[src/rtl/pci_cfg_target_ctrl_pkg.sv]
// Shared types and command codes for the type-0 PCI configuration target.
package pci_cfg_target_ctrl_pkg;

    localparam logic [3:0] CMD_CFG_RD = 4'b1010;
    localparam logic [3:0] CMD_CFG_WR = 4'b1011;

    typedef enum logic [2:0] {
        IDLE     = 3'd0,
        WR_DATA  = 3'd1,
        RD_FETCH = 3'd2,
        RD_DATA  = 3'd3,
        TAR      = 3'd4
    } cfg_tgt_state_t;

    // Access presented to pci_cfg alongside the cfg_enable strobe.
    typedef struct packed {
        logic        iswrite;
        logic [5:0]  offset;
        logic [31:0] write_val;
        logic [3:0]  byte_en;
    } cfg_req_t;

endpackage

[src/rtl/pci_cfg_target_ctrl_if.sv]
// Bus-side (pad block) and register-side (pci_cfg) signals of the config target.
interface pci_cfg_target_ctrl_if;

    // PCI bus, as sampled from / driven to the pad block
    logic        frame_n;
    logic        irdy_n;
    logic        idsel;
    logic [31:0] ad_in;
    logic [3:0]  cbe_n;
    logic [31:0] ad_out;
    logic        ad_oe;
    logic        devsel_n;
    logic        trdy_n;
    logic        stop_n;
    logic        ctl_oe;

    // pci_cfg register file access
    logic        cfg_enable;
    logic        cfg_iswrite;
    logic [5:0]  cfg_offset;
    logic [31:0] cfg_write_val;
    logic [3:0]  cfg_byte_en;
    logic [31:0] cfg_read_val;

    // Target side (the sequencer)
    modport slave (
        input  frame_n, irdy_n, idsel, ad_in, cbe_n, cfg_read_val,
        output ad_out, ad_oe, devsel_n, trdy_n, stop_n, ctl_oe,
        output cfg_enable, cfg_iswrite, cfg_offset, cfg_write_val, cfg_byte_en
    );

    // Bus master / register file side
    modport master (
        output frame_n, irdy_n, idsel, ad_in, cbe_n, cfg_read_val,
        input  ad_out, ad_oe, devsel_n, trdy_n, stop_n, ctl_oe,
        input  cfg_enable, cfg_iswrite, cfg_offset, cfg_write_val, cfg_byte_en
    );

endinterface

[src/rtl/pci_cfg_target_ctrl.sv]
// Type-0 PCI configuration-cycle target sequencer: decodes config address
// phases, drives DEVSEL#/TRDY#/STOP#/AD and issues one-cycle pci_cfg strobes.
// Single data phase only; bursts are ended with disconnect-with-data.
module pci_cfg_target_ctrl
    import pci_cfg_target_ctrl_pkg::*;
#(
    parameter logic [2:0] FUNCTION_NUM = 3'd0
) (
    input  logic                  clk,
    input  logic                  rst,
    pci_cfg_target_ctrl_if.slave  bus
);

    // Config address decode: IDSEL, type-0 encoding, function and command.
    function automatic logic f_cfg_hit(
        input logic       idsel,
        input logic [1:0] ad_type,
        input logic [2:0] ad_func,
        input logic [3:0] cmd_n
    );
        return idsel && (ad_type == 2'b00) && (ad_func == FUNCTION_NUM) &&
               ((cmd_n == CMD_CFG_RD) || (cmd_n == CMD_CFG_WR));
    endfunction

    cfg_tgt_state_t r_state;
    cfg_req_t       r_req;
    logic           r_frame_q;
    logic           r_irdy_q;
    logic [31:0]    r_ad_out;
    logic           r_ad_oe;
    logic           r_devsel_n;
    logic           r_trdy_n;
    logic           r_stop_n;
    logic           r_ctl_oe;
    logic           r_cfg_enable;

    logic           w_addr_phase;
    logic           w_hit;

    // An address phase is the first FRAME# low after a fully idle bus.
    assign w_addr_phase = !bus.frame_n && r_frame_q && r_irdy_q;
    assign w_hit        = w_addr_phase &&
                          f_cfg_hit(bus.idsel, bus.ad_in[1:0], bus.ad_in[10:8], bus.cbe_n);

    // Sequencer: state, bus drive values and pci_cfg strobe, all registered.
    always_ff @(posedge clk) begin
        if (!rst) begin
            r_state      <= IDLE;
            r_req        <= '0;
            r_frame_q    <= 1'b1;
            r_irdy_q     <= 1'b1;
            r_ad_out     <= '0;
            r_ad_oe      <= 1'b0;
            r_devsel_n   <= 1'b1;
            r_trdy_n     <= 1'b1;
            r_stop_n     <= 1'b1;
            r_ctl_oe     <= 1'b0;
            r_cfg_enable <= 1'b0;
        end else begin
            r_frame_q    <= bus.frame_n;
            r_irdy_q     <= bus.irdy_n;
            r_cfg_enable <= 1'b0;

            case (r_state)
                IDLE: begin
                    r_ctl_oe <= 1'b0;
                    if (w_hit) begin
                        // Fast DEVSEL#: claim the cycle right after the address phase.
                        r_ctl_oe       <= 1'b1;
                        r_devsel_n     <= 1'b0;
                        r_req.iswrite  <= bus.cbe_n[0];
                        r_req.offset   <= bus.ad_in[7:2];
                        if (bus.cbe_n[0]) begin
                            // FRAME# is low here, so STOP# goes out with TRDY# in case
                            // the master intends a burst.
                            r_state  <= WR_DATA;
                            r_trdy_n <= 1'b0;
                            r_stop_n <= 1'b0;
                        end else begin
                            // Read strobe goes out during the AD turnaround cycle.
                            r_state      <= RD_FETCH;
                            r_cfg_enable <= 1'b1;
                        end
                    end
                end

                WR_DATA: begin
                    if (!bus.irdy_n) begin
                        // Data transferred (TRDY# already low): capture and strobe.
                        r_cfg_enable      <= 1'b1;
                        r_req.write_val   <= bus.ad_in;
                        r_req.byte_en     <= ~bus.cbe_n;
                        r_state           <= TAR;
                        r_devsel_n        <= 1'b1;
                        r_trdy_n          <= 1'b1;
                        r_stop_n          <= 1'b1;
                    end else if (bus.frame_n) begin
                        // Master abandoned the cycle; no write reaches pci_cfg.
                        r_state    <= TAR;
                        r_devsel_n <= 1'b1;
                        r_trdy_n   <= 1'b1;
                        r_stop_n   <= 1'b1;
                    end else begin
                        r_stop_n <= 1'b0;
                    end
                end

                RD_FETCH: begin
                    // pci_cfg data is sampled once here and held for the data phase.
                    r_state  <= RD_DATA;
                    r_ad_out <= bus.cfg_read_val;
                    r_ad_oe  <= 1'b1;
                    r_trdy_n <= 1'b0;
                    r_stop_n <= bus.frame_n;
                end

                RD_DATA: begin
                    if (!bus.irdy_n || bus.frame_n) begin
                        // Completion or master abandon both release the bus.
                        r_state    <= TAR;
                        r_ad_oe    <= 1'b0;
                        r_devsel_n <= 1'b1;
                        r_trdy_n   <= 1'b1;
                        r_stop_n   <= 1'b1;
                    end else begin
                        r_stop_n <= 1'b0;
                    end
                end

                TAR: begin
                    // Control lines were driven high for one cycle; now float them.
                    r_state  <= IDLE;
                    r_ctl_oe <= 1'b0;
                end

                default: begin
                    r_state    <= IDLE;
                    r_ad_oe    <= 1'b0;
                    r_ctl_oe   <= 1'b0;
                    r_devsel_n <= 1'b1;
                    r_trdy_n   <= 1'b1;
                    r_stop_n   <= 1'b1;
                end
            endcase
        end
    end

    assign bus.ad_out        = r_ad_out;
    assign bus.ad_oe         = r_ad_oe;
    assign bus.devsel_n      = r_devsel_n;
    assign bus.trdy_n        = r_trdy_n;
    assign bus.stop_n        = r_stop_n;
    assign bus.ctl_oe        = r_ctl_oe;
    assign bus.cfg_enable    = r_cfg_enable;
    assign bus.cfg_iswrite   = r_req.iswrite;
    assign bus.cfg_offset    = r_req.offset;
    assign bus.cfg_write_val = r_req.write_val;
    assign bus.cfg_byte_en   = r_req.byte_en;

endmodule

[src/flat_wrapper.sv]
// flat-port wrapper written by rule: the top's interface ports become plain ports
module pci_cfg_target_ctrl_flat import pci_cfg_target_ctrl_pkg::*;
#(
    parameter logic [2:0] FUNCTION_NUM = 3'd0
)
  (clk, rst, bus_frame_n, bus_irdy_n, bus_idsel, bus_ad_in, bus_cbe_n, bus_cfg_read_val, bus_ad_out, bus_ad_oe, bus_devsel_n, bus_trdy_n, bus_stop_n, bus_ctl_oe, bus_cfg_enable, bus_cfg_iswrite, bus_cfg_offset, bus_cfg_write_val, bus_cfg_byte_en);
  pci_cfg_target_ctrl_if bus_i ();
  input  logic clk;
  input  logic rst;
  input wire logic [$bits(bus_i.frame_n)-1:0] bus_frame_n;
  input wire logic [$bits(bus_i.irdy_n)-1:0] bus_irdy_n;
  input wire logic [$bits(bus_i.idsel)-1:0] bus_idsel;
  input wire logic [$bits(bus_i.ad_in)-1:0] bus_ad_in;
  input wire logic [$bits(bus_i.cbe_n)-1:0] bus_cbe_n;
  input wire logic [$bits(bus_i.cfg_read_val)-1:0] bus_cfg_read_val;
  output wire logic [$bits(bus_i.ad_out)-1:0] bus_ad_out;
  output wire logic [$bits(bus_i.ad_oe)-1:0] bus_ad_oe;
  output wire logic [$bits(bus_i.devsel_n)-1:0] bus_devsel_n;
  output wire logic [$bits(bus_i.trdy_n)-1:0] bus_trdy_n;
  output wire logic [$bits(bus_i.stop_n)-1:0] bus_stop_n;
  output wire logic [$bits(bus_i.ctl_oe)-1:0] bus_ctl_oe;
  output wire logic [$bits(bus_i.cfg_enable)-1:0] bus_cfg_enable;
  output wire logic [$bits(bus_i.cfg_iswrite)-1:0] bus_cfg_iswrite;
  output wire logic [$bits(bus_i.cfg_offset)-1:0] bus_cfg_offset;
  output wire logic [$bits(bus_i.cfg_write_val)-1:0] bus_cfg_write_val;
  output wire logic [$bits(bus_i.cfg_byte_en)-1:0] bus_cfg_byte_en;
  assign bus_i.frame_n = bus_frame_n;
  assign bus_i.irdy_n = bus_irdy_n;
  assign bus_i.idsel = bus_idsel;
  assign bus_i.ad_in = bus_ad_in;
  assign bus_i.cbe_n = bus_cbe_n;
  assign bus_i.cfg_read_val = bus_cfg_read_val;
  assign bus_ad_out = bus_i.ad_out;
  assign bus_ad_oe = bus_i.ad_oe;
  assign bus_devsel_n = bus_i.devsel_n;
  assign bus_trdy_n = bus_i.trdy_n;
  assign bus_stop_n = bus_i.stop_n;
  assign bus_ctl_oe = bus_i.ctl_oe;
  assign bus_cfg_enable = bus_i.cfg_enable;
  assign bus_cfg_iswrite = bus_i.cfg_iswrite;
  assign bus_cfg_offset = bus_i.cfg_offset;
  assign bus_cfg_write_val = bus_i.cfg_write_val;
  assign bus_cfg_byte_en = bus_i.cfg_byte_en;
  pci_cfg_target_ctrl #(.FUNCTION_NUM(FUNCTION_NUM)) u_core (.clk(clk), .rst(rst), .bus(bus_i));
endmodule
[config.mk]
export PLATFORM = sky130hd
export DESIGN_NAME = pci_cfg_target_ctrl_flat
export DESIGN_NICKNAME = d
export VERILOG_FILES = /design/src/rtl/pci_cfg_target_ctrl_pkg.sv /design/src/rtl/pci_cfg_target_ctrl_if.sv /design/src/rtl/pci_cfg_target_ctrl.sv /design/src/flat_wrapper.sv
export SDC_FILE = /design/constraint.sdc
export NUM_CORES = 1
export LEC_CHECK = 0
export ABC_CLOCK_PERIOD_IN_PS = 1900
export BUFFER_PORTS_ARGS = -buffer_cell sky130_fd_sc_hd__buf_2
export CAP_MARGIN = 5
export CELL_PAD_IN_SITES_DETAIL_PLACEMENT = 1
export CELL_PAD_IN_SITES_GLOBAL_PLACEMENT = 1
export CORE_MARGIN = 3
export CORE_UTILIZATION = 25
export CTS_BUF_LIST = sky130_fd_sc_hd__clkbuf_4
export DETAILED_ROUTE_END_ITERATION = 10
export PLACE_DENSITY = 0.73
export SLEW_MARGIN = 25
export SYNTH_ARGS = -nofsm -noshare
export SYNTH_HDL_FRONTEND = slang
export SYNTH_SLANG_ARGS = --single-unit
[constraint.sdc]
create_clock -name clk -period 1.9 [get_ports clk]
set_input_delay 0.19 -clock clk [delete_from_list [all_inputs] [get_ports clk]]
set_output_delay 0.19 -clock clk [all_outputs]
set_load 0.02 [all_outputs]
==> results of run 1 <==
critical path: cells and delay by family:
| kind | cells | cell delay (ns) |
|---|---|---|
| and+or+nand+nor | 3 | 0.96 |
| buffers and inverters | 3 | 0.84 |
| muxes | 1 | 0.23 |
registers in the layout (all words and copies together), names as in the netlist, 3 cells and up:
| signal | flops |
|---|---|
| u_core.bus.cfg_byte_en | 4 |
| u_core.bus.ad_out | 32 |
| u_core.bus.cfg_write_val | 32 |
| u_core.r_state | 3 |
| u_core.bus.cfg_offset | 6 |
worst paths after layout:
| check | end | slack [ns] | cells past startpoint |
|---|---|---|---|
| worst min register to register | u_core.bus.cfg_write_val[21] | 0.47 | 2 |
| worst max-delay path | u_core.bus.cfg_offset[4] | 0.03 | 7 |
| worst min-delay path | u_core.r_frame_q | 0.04 | 2 |
| worst max register to register | u_core.bus.trdy_n | 0.14 | 6 |
what timing repair did:
action,4_1_cts,5_1_grt
hold buffers,68,0
setup buffers,0,0
gates resized for setup,0,3
hold endpoints to repair,72,0
endpoints found under the setup margin,0,4
layer usage:
| layer | up-vias | share of wire (%) | GRT usage [%] |
|---|---|---|---|
| met2 | 95 | 53 | 30.8 |
| li1 | 1689 | - | - |
| met5 | - | 0 | 0 |
| met3 | 26 | 4.9 | 3.78 |
| met1 | 1641 | 39 | 18.0 |
| met4 | 0 | 3.0 | 8.29 |
power breakdown:
| group | internal (mW) | switching, mW | leakage [nW] | total, mW |
|---|---|---|---|---|
| Clock | 0.442 | 0.633 | 0.0773 | 1.08 |
| Combinational | 0.180 | 0.0993 | 1.43 | 0.280 |
| Sequential | 1.81 | 0.00176 | 0.693 | 1.81 |
cell type report:
| type | count | area [um^2] |
|---|---|---|
| Antenna cell | 2 | 5.00 |
| Clock buffer | 12 | 90.1 |
| Clock inverter | 4 | 47.5 |
| Fill cell | 1545 | 7600 |
| Inverter | 2 | 7.51 |
| Multi-Input combinational cell | 261 | 1500 |
| Sequential cell | 86 | 1720 |
| Tap cell | 172 | 215 |
| Timing Repair Buffer | 233 | 1590 |
placed cells by master, fill, tap and decap left out, types with 2 or more instances in the layout:
cell,Yosys,layout
buf_4,0,8
and2_1,2,2
a21oi_1,3,3
nand2b_1,3,3
nor2_1,3,2
a21o_1,2,2
dlygate4sd3_1,0,68
dfxtp_1,86,86
nand2_1,135,135
o21ai_0,3,3
clkbuf_4,0,12
or4_4,1,2
a21boi_0,66,66
mux2i_1,7,7
nand4_1,2,2
nor2b_1,8,8
clkinv_2,0,2
diode_2,0,2
nor4b_2,1,2
buf_2,0,153
o211a_1,3,3
buf_12,0,4
inv_1,2,2
through the flow:
| step | util, % | instances | power, mW | cell area, um^2 | worst slack, ns |
|---|---|---|---|---|---|
| 4_1_cts | 40.4 | 770 | 3.21 | 5150 | 0.0411 |
| 2_1_floorplan | - | 376 | 1.91 | 3310 | 0.169 |
| 5_1_grt | 40.5 | 771 | 3.33 | 5170 | 0.00268 |
| 6_report | 40.5 | 772 | 3.16 | 5170 | 0.0283 |
| 3_3_place_gp | 34.0 | 686 | 2.01 | 4340 | 0.132 |
| 3_5_place_dp | 34.0 | 686 | 2.01 | 4340 | 0.0910 |
cells by family (layout without fill, tap and decap cells):
kind of cell	after synthesis	after routing	synth area share [%]
buf+inv	29	251	3.29
flops	86	86	52.0
compound gates	85	85	19.3
simple gates	168	168	23.0
other cells	0	2	0
mux	8	8	2.46
==> results_dict.tcl, run 1 <==
set metrics [dict create \
    status "finished clean" \
    avgRoutedWirePerCell_um 15.9 \
    fp-row-count 41 \
    synth_edf_count 0 \
    maxSlewHeadroom_pct 61.8 \
    dp_hpwl_um 7630 \
    ys.flop_type "dfxtp_1" \
    fmax_ghz 0.534 \
    rsz0062_at_grt "no" \
    die_x_um 121 \
    ys_types 39 \
    finalSetupViolCount 0 \
    hold_viol 0 \
    cts_root_buf "clkbuf_4" \
    holdCritStartpoint "bus_frame_n" \
    synthTopCellsByArea "dfxtp_1 (52%), nand2_1 (15%), a21boi_0 (15%)" \
    async_flop_share_pct 0 \
    yosysMostFrequentCell "nand2_1" \
    ys_seq_area_share_pct 52.0 \
    nets 666 \
    crit_path_start_kind "primary input" \
    ys_seq_elements 86 \
    synth.net_count 449 \
    grt_pass1_vias 3690 \
    wl_um 12300 \
    r2r_start "u_core.r_state[2]" \
    port-buffer-count 153 \
    grt_use_total_pct 16.8 \
    drc 0 \
    fin_crit_ns 1.87 \
    drt_iter0_drc 115 \
    grt_max_degree 38 \
    cp_slowest_cell "or4b_4" \
    pin_count 154 \
    synth_commonest_cells "nand2_1 (135), dfxtp_1 (86), a21boi_0 (66), clkbuf_1 (27), nor2b_1 (8)" \
    ir_drop_mv 0.239 \
    cap_violations 0 \
    gp_congestion 0.777 \
    die_area_um2 14700 \
    synth.top_cell.area_share_pct 52.0 \
    required_ns 2.25 \
    cts_sinks 86 \
    core_area_um2 12800 \
    vias_per_cell 4.47 \
    antenna_found_initial 1 \
    leakagePower_nw 2.20 \
    first_pass_iters 4 \
    grt_pass1_wl_um 19100 \
    mappedNetlistArea_um2 3310 \
    arrival_ns 2.22 \
    fin_hold_ws_ns 0.0372 \
    maxSlewViolCount 0 \
    htreeDepth 3 \
    synthCells 376 \
    cp-startpoint "bus_ad_in[9]" \
    start_util_pct 25.9 \
    endpoint_kind "flip-flop" \
    slowest_delay_ns 0.57 \
    grt-ovfl-total 0 \
    syn2layout_area_growth_pct 56.2 \
    ys_warn_count 0 \
    drive_above_1_share_pct 32.4 \
    clkTransAtPathRegs_ns 0.14 \
    yosysTopAreaCell "dfxtp_1" \
    clkLatencyLatePin_ns 0.45 \
    worstMarginPinSlew_ns 0.573 \
    cts_buffer_depth 2 \
    syn_area_per_cell_um2 8.80 \
    die-height_um 121 \
    crit_chain "dlygate4sd3_1 -> buf_2 -> or4b_4 -> nor4_4 -> buf_12 -> mux2i_1 -> nor2b_1" \
    via_count 3451 \
    powerDensity_nw_per_um2 612 \
    crit_type "primary input to flip-flop" \
    postRouteAntennaNets 0 \
    period_share_pct 98.5 \
    crit_path_max_fanout 9 \
    worstHoldPathType "primary input to flip-flop" \
    numCtsBuffers 9 \
    final.setup.tns_ns 0 \
    cts_tree "done" \
    fin_worst_skew_ns 0.0195 \
]
(Power assumes the default switching activity.)
==> inputs of run 2 (changes only) <==
--- a/config.mk
+++ b/config.mk
@@ -15,6 +15,7 @@
 export CTS_BUF_LIST = sky130_fd_sc_hd__clkbuf_4
 export DETAILED_ROUTE_END_ITERATION = 10
 export PLACE_DENSITY = 0.73
+export REMOVE_ABC_BUFFERS = 1
 export SLEW_MARGIN = 25
 export SYNTH_ARGS = -nofsm -noshare
 export SYNTH_HDL_FRONTEND = slang
==> results_dict.tcl, run 2 (synthesized netlist as in run 1, its figures left out) <==
set metrics [dict create \
    status "finished clean" \
    holdCritStartpoint "bus_cbe_n[0]" \
    dpl_cell_area_um2 4330 \
    hold_depth 3 \
    vias_per_cell 4.46 \
    clkLatencyLatePin_ns 0.46 \
    powerDensity_nw_per_um2 606 \
    maxSlewHeadroom_pct 61.3 \
    min_to "u_core.bus.cfg_iswrite" \
    nets 666 \
    fin_hold_ws_ns 0.0603 \
    cts_tree "done" \
    arrival_ns 2.27 \
    fin_crit_ns 1.85 \
    dp_slack_ns 0.126 \
    first_pass_iters 4 \
    die-height_um 121 \
    crit_type "primary input to flip-flop" \
    port-buffer-count 153 \
    worstHoldPathType "primary input to flip-flop" \
    leakagePower_nw 2.20 \
    numCtsBuffers 9 \
    dp_hpwl_um 7420 \
    postRouteAntennaNets 0 \
    grt_use_total_pct 15.8 \
    r2r_setup_slack_ns 0.16 \
    gp_congestion 0.801 \
    period_share_pct 97.6 \
    die_area_um2 14700 \
    fin_worst_skew_ns 0.0180 \
    rsz0062_at_grt "no" \
    n_antenna_cell 0 \
    pin_count 154 \
    final_common_cell "buf_2" \
    grt_pass1_wl_um 18300 \
    maxSlewViolCount 0 \
    grt_pass1_vias 3622 \
    start_util_pct 25.9 \
    finalSetupViolCount 0 \
    cts_buffer_depth 2 \
    grt-ovfl-total 0 \
    required_ns 2.31 \
    r2r_cells 4 \
    cap_violations 0 \
    endpoint_kind "flip-flop" \
    syn2layout_area_growth_pct 55.8 \
    clkTransAtPathRegs_ns 0.14 \
    drive_above_1_share_pct 31.7 \
    via_count 3429 \
    grt_max_degree 45 \
    final.setup.tns_ns 0 \
    cts_setup_buffers 0 \
    hold_viol 0 \
    die_x_um 121 \
    wl_um 11700 \
    antenna_found_initial 0 \
    fp-row-count 41 \
    setup_slack_ns 0.0456 \
    avgRoutedWirePerCell_um 15.2 \
    core_area_um2 12800 \
    worstMarginPinSlew_ns 0.572 \
    r2r_end "u_core.bus.cfg_write_val[15]" \
    cts_root_buf "clkbuf_4" \
    cts_sinks 86 \
    drc 0 \
    final_cell_mix "buf_2 (153), nand2_1 (135), dfxtp_1 (86), dlygate4sd3_1 (69), a21boi_0 (66)" \
    r2r_start "u_core.r_state[0]" \
    fmax_ghz 0.539 \
    crit_path_start_kind "primary input" \
    htreeDepth 3 \
    drt_iter0_drc 132 \
    ir_drop_mv 0.303 \
    crit_path_max_fanout 3 \
    design_area_um2 5160 \
]
## run 2: changes by cell type in the layout (fill, tap and decap cells not counted)
cell | before | now
buf_4 | 8 | 7
clkbuf_4 | 12 | 10
clkinv_1 | 0 | 1
diode_2 | 2 | 0
dlygate4sd3_1 | 68 | 69
nor2_1 | 2 | 3
nor2_2 | 1 | 0
nor4b_2 | 2 | 1
nor4b_4 | 0 | 1
o31ai_1 | 0 | 1
o31ai_2 | 1 | 0
## run 2: worst max-delay path: stages
cell and delay (ns):
dlygate4sd3_1 0.54, buf_2 0.14, or4b_4 0.57, or4_4 0.56, nor2_1 0.10, o221a_1 0.17
## run 2: layout make-up
| type | count | area [um^2] |
|---|---|---|
| clock inverters | 5 | 51.3 |
| fillers | 1559 | 7610 |
| flip-flops and latches | 86 | 1720 |
| inverters | 2 | 7.51 |
| repair buffers | 233 | 1590 |
| multi-input cells | 261 | 1500 |
| well taps | 172 | 215 |
| clock buffers | 10 | 75.1 |
## run 2: repair_timing
item / 4_1_cts / 5_1_grt
endpoints found under the hold margin: 75 / 0
setup endpoints to repair: 0 / 2
resized for setup: 0 / 2
hold buffers: 69 / 0
## run 2: power breakdown
group | switching (mW) | leakage [nW] | internal [mW] | total [mW]
combinational | 0.0967 | 1.43 | 0.181 | 0.278
clock | 0.637 | 0.0697 | 0.401 | 1.04
sequential | 0.00189 | 0.693 | 1.81 | 1.81
## run 2: worst max-delay path by stage
stage                            startpoint                         to  slack, ns  cells after the start
after CTS                      bus_ad_in[9]          u_core.r_state[1]       0.09                      6
final                          bus_ad_in[9]          u_core.r_state[1]       0.05                      6
after floorplan           u_core.r_state[0]  u_core.bus.cfg_byte_en[1]      -2.17                      3
after global routing           bus_ad_in[9]   u_core.bus.cfg_offset[3]       0.04                      7
after global placement         bus_ad_in[9]          u_core.r_state[1]       0.12                      5
after detailed placement       bus_ad_in[9]          u_core.r_state[1]       0.13                      5
## run 2: through the flow
stage / power, mW / util, % / std cells
floorplan: 1.89 / - / 349
global placement: 2.01 / 33.9 / 685
detailed placement: 2.01 / 33.9 / 685
CTS: 3.19 / 40.3 / 769
global route: 3.27 / 40.4 / 769
finish: 3.13 / 40.4 / 769
## run 2: metal layers
| layer | up-vias | GRT usage (%) | part of all wire (%) |
|---|---|---|---|
| met2 | 90 | 28.4 | 52 |
| met4 | 0 | 7.86 | 3.3 |
| met3 | 26 | 3.78 | 4.8 |
| met1 | 1639 | 17.3 | 39 |
| li1 | 1674 | - | - |
| met5 | - | 0 | 0 |
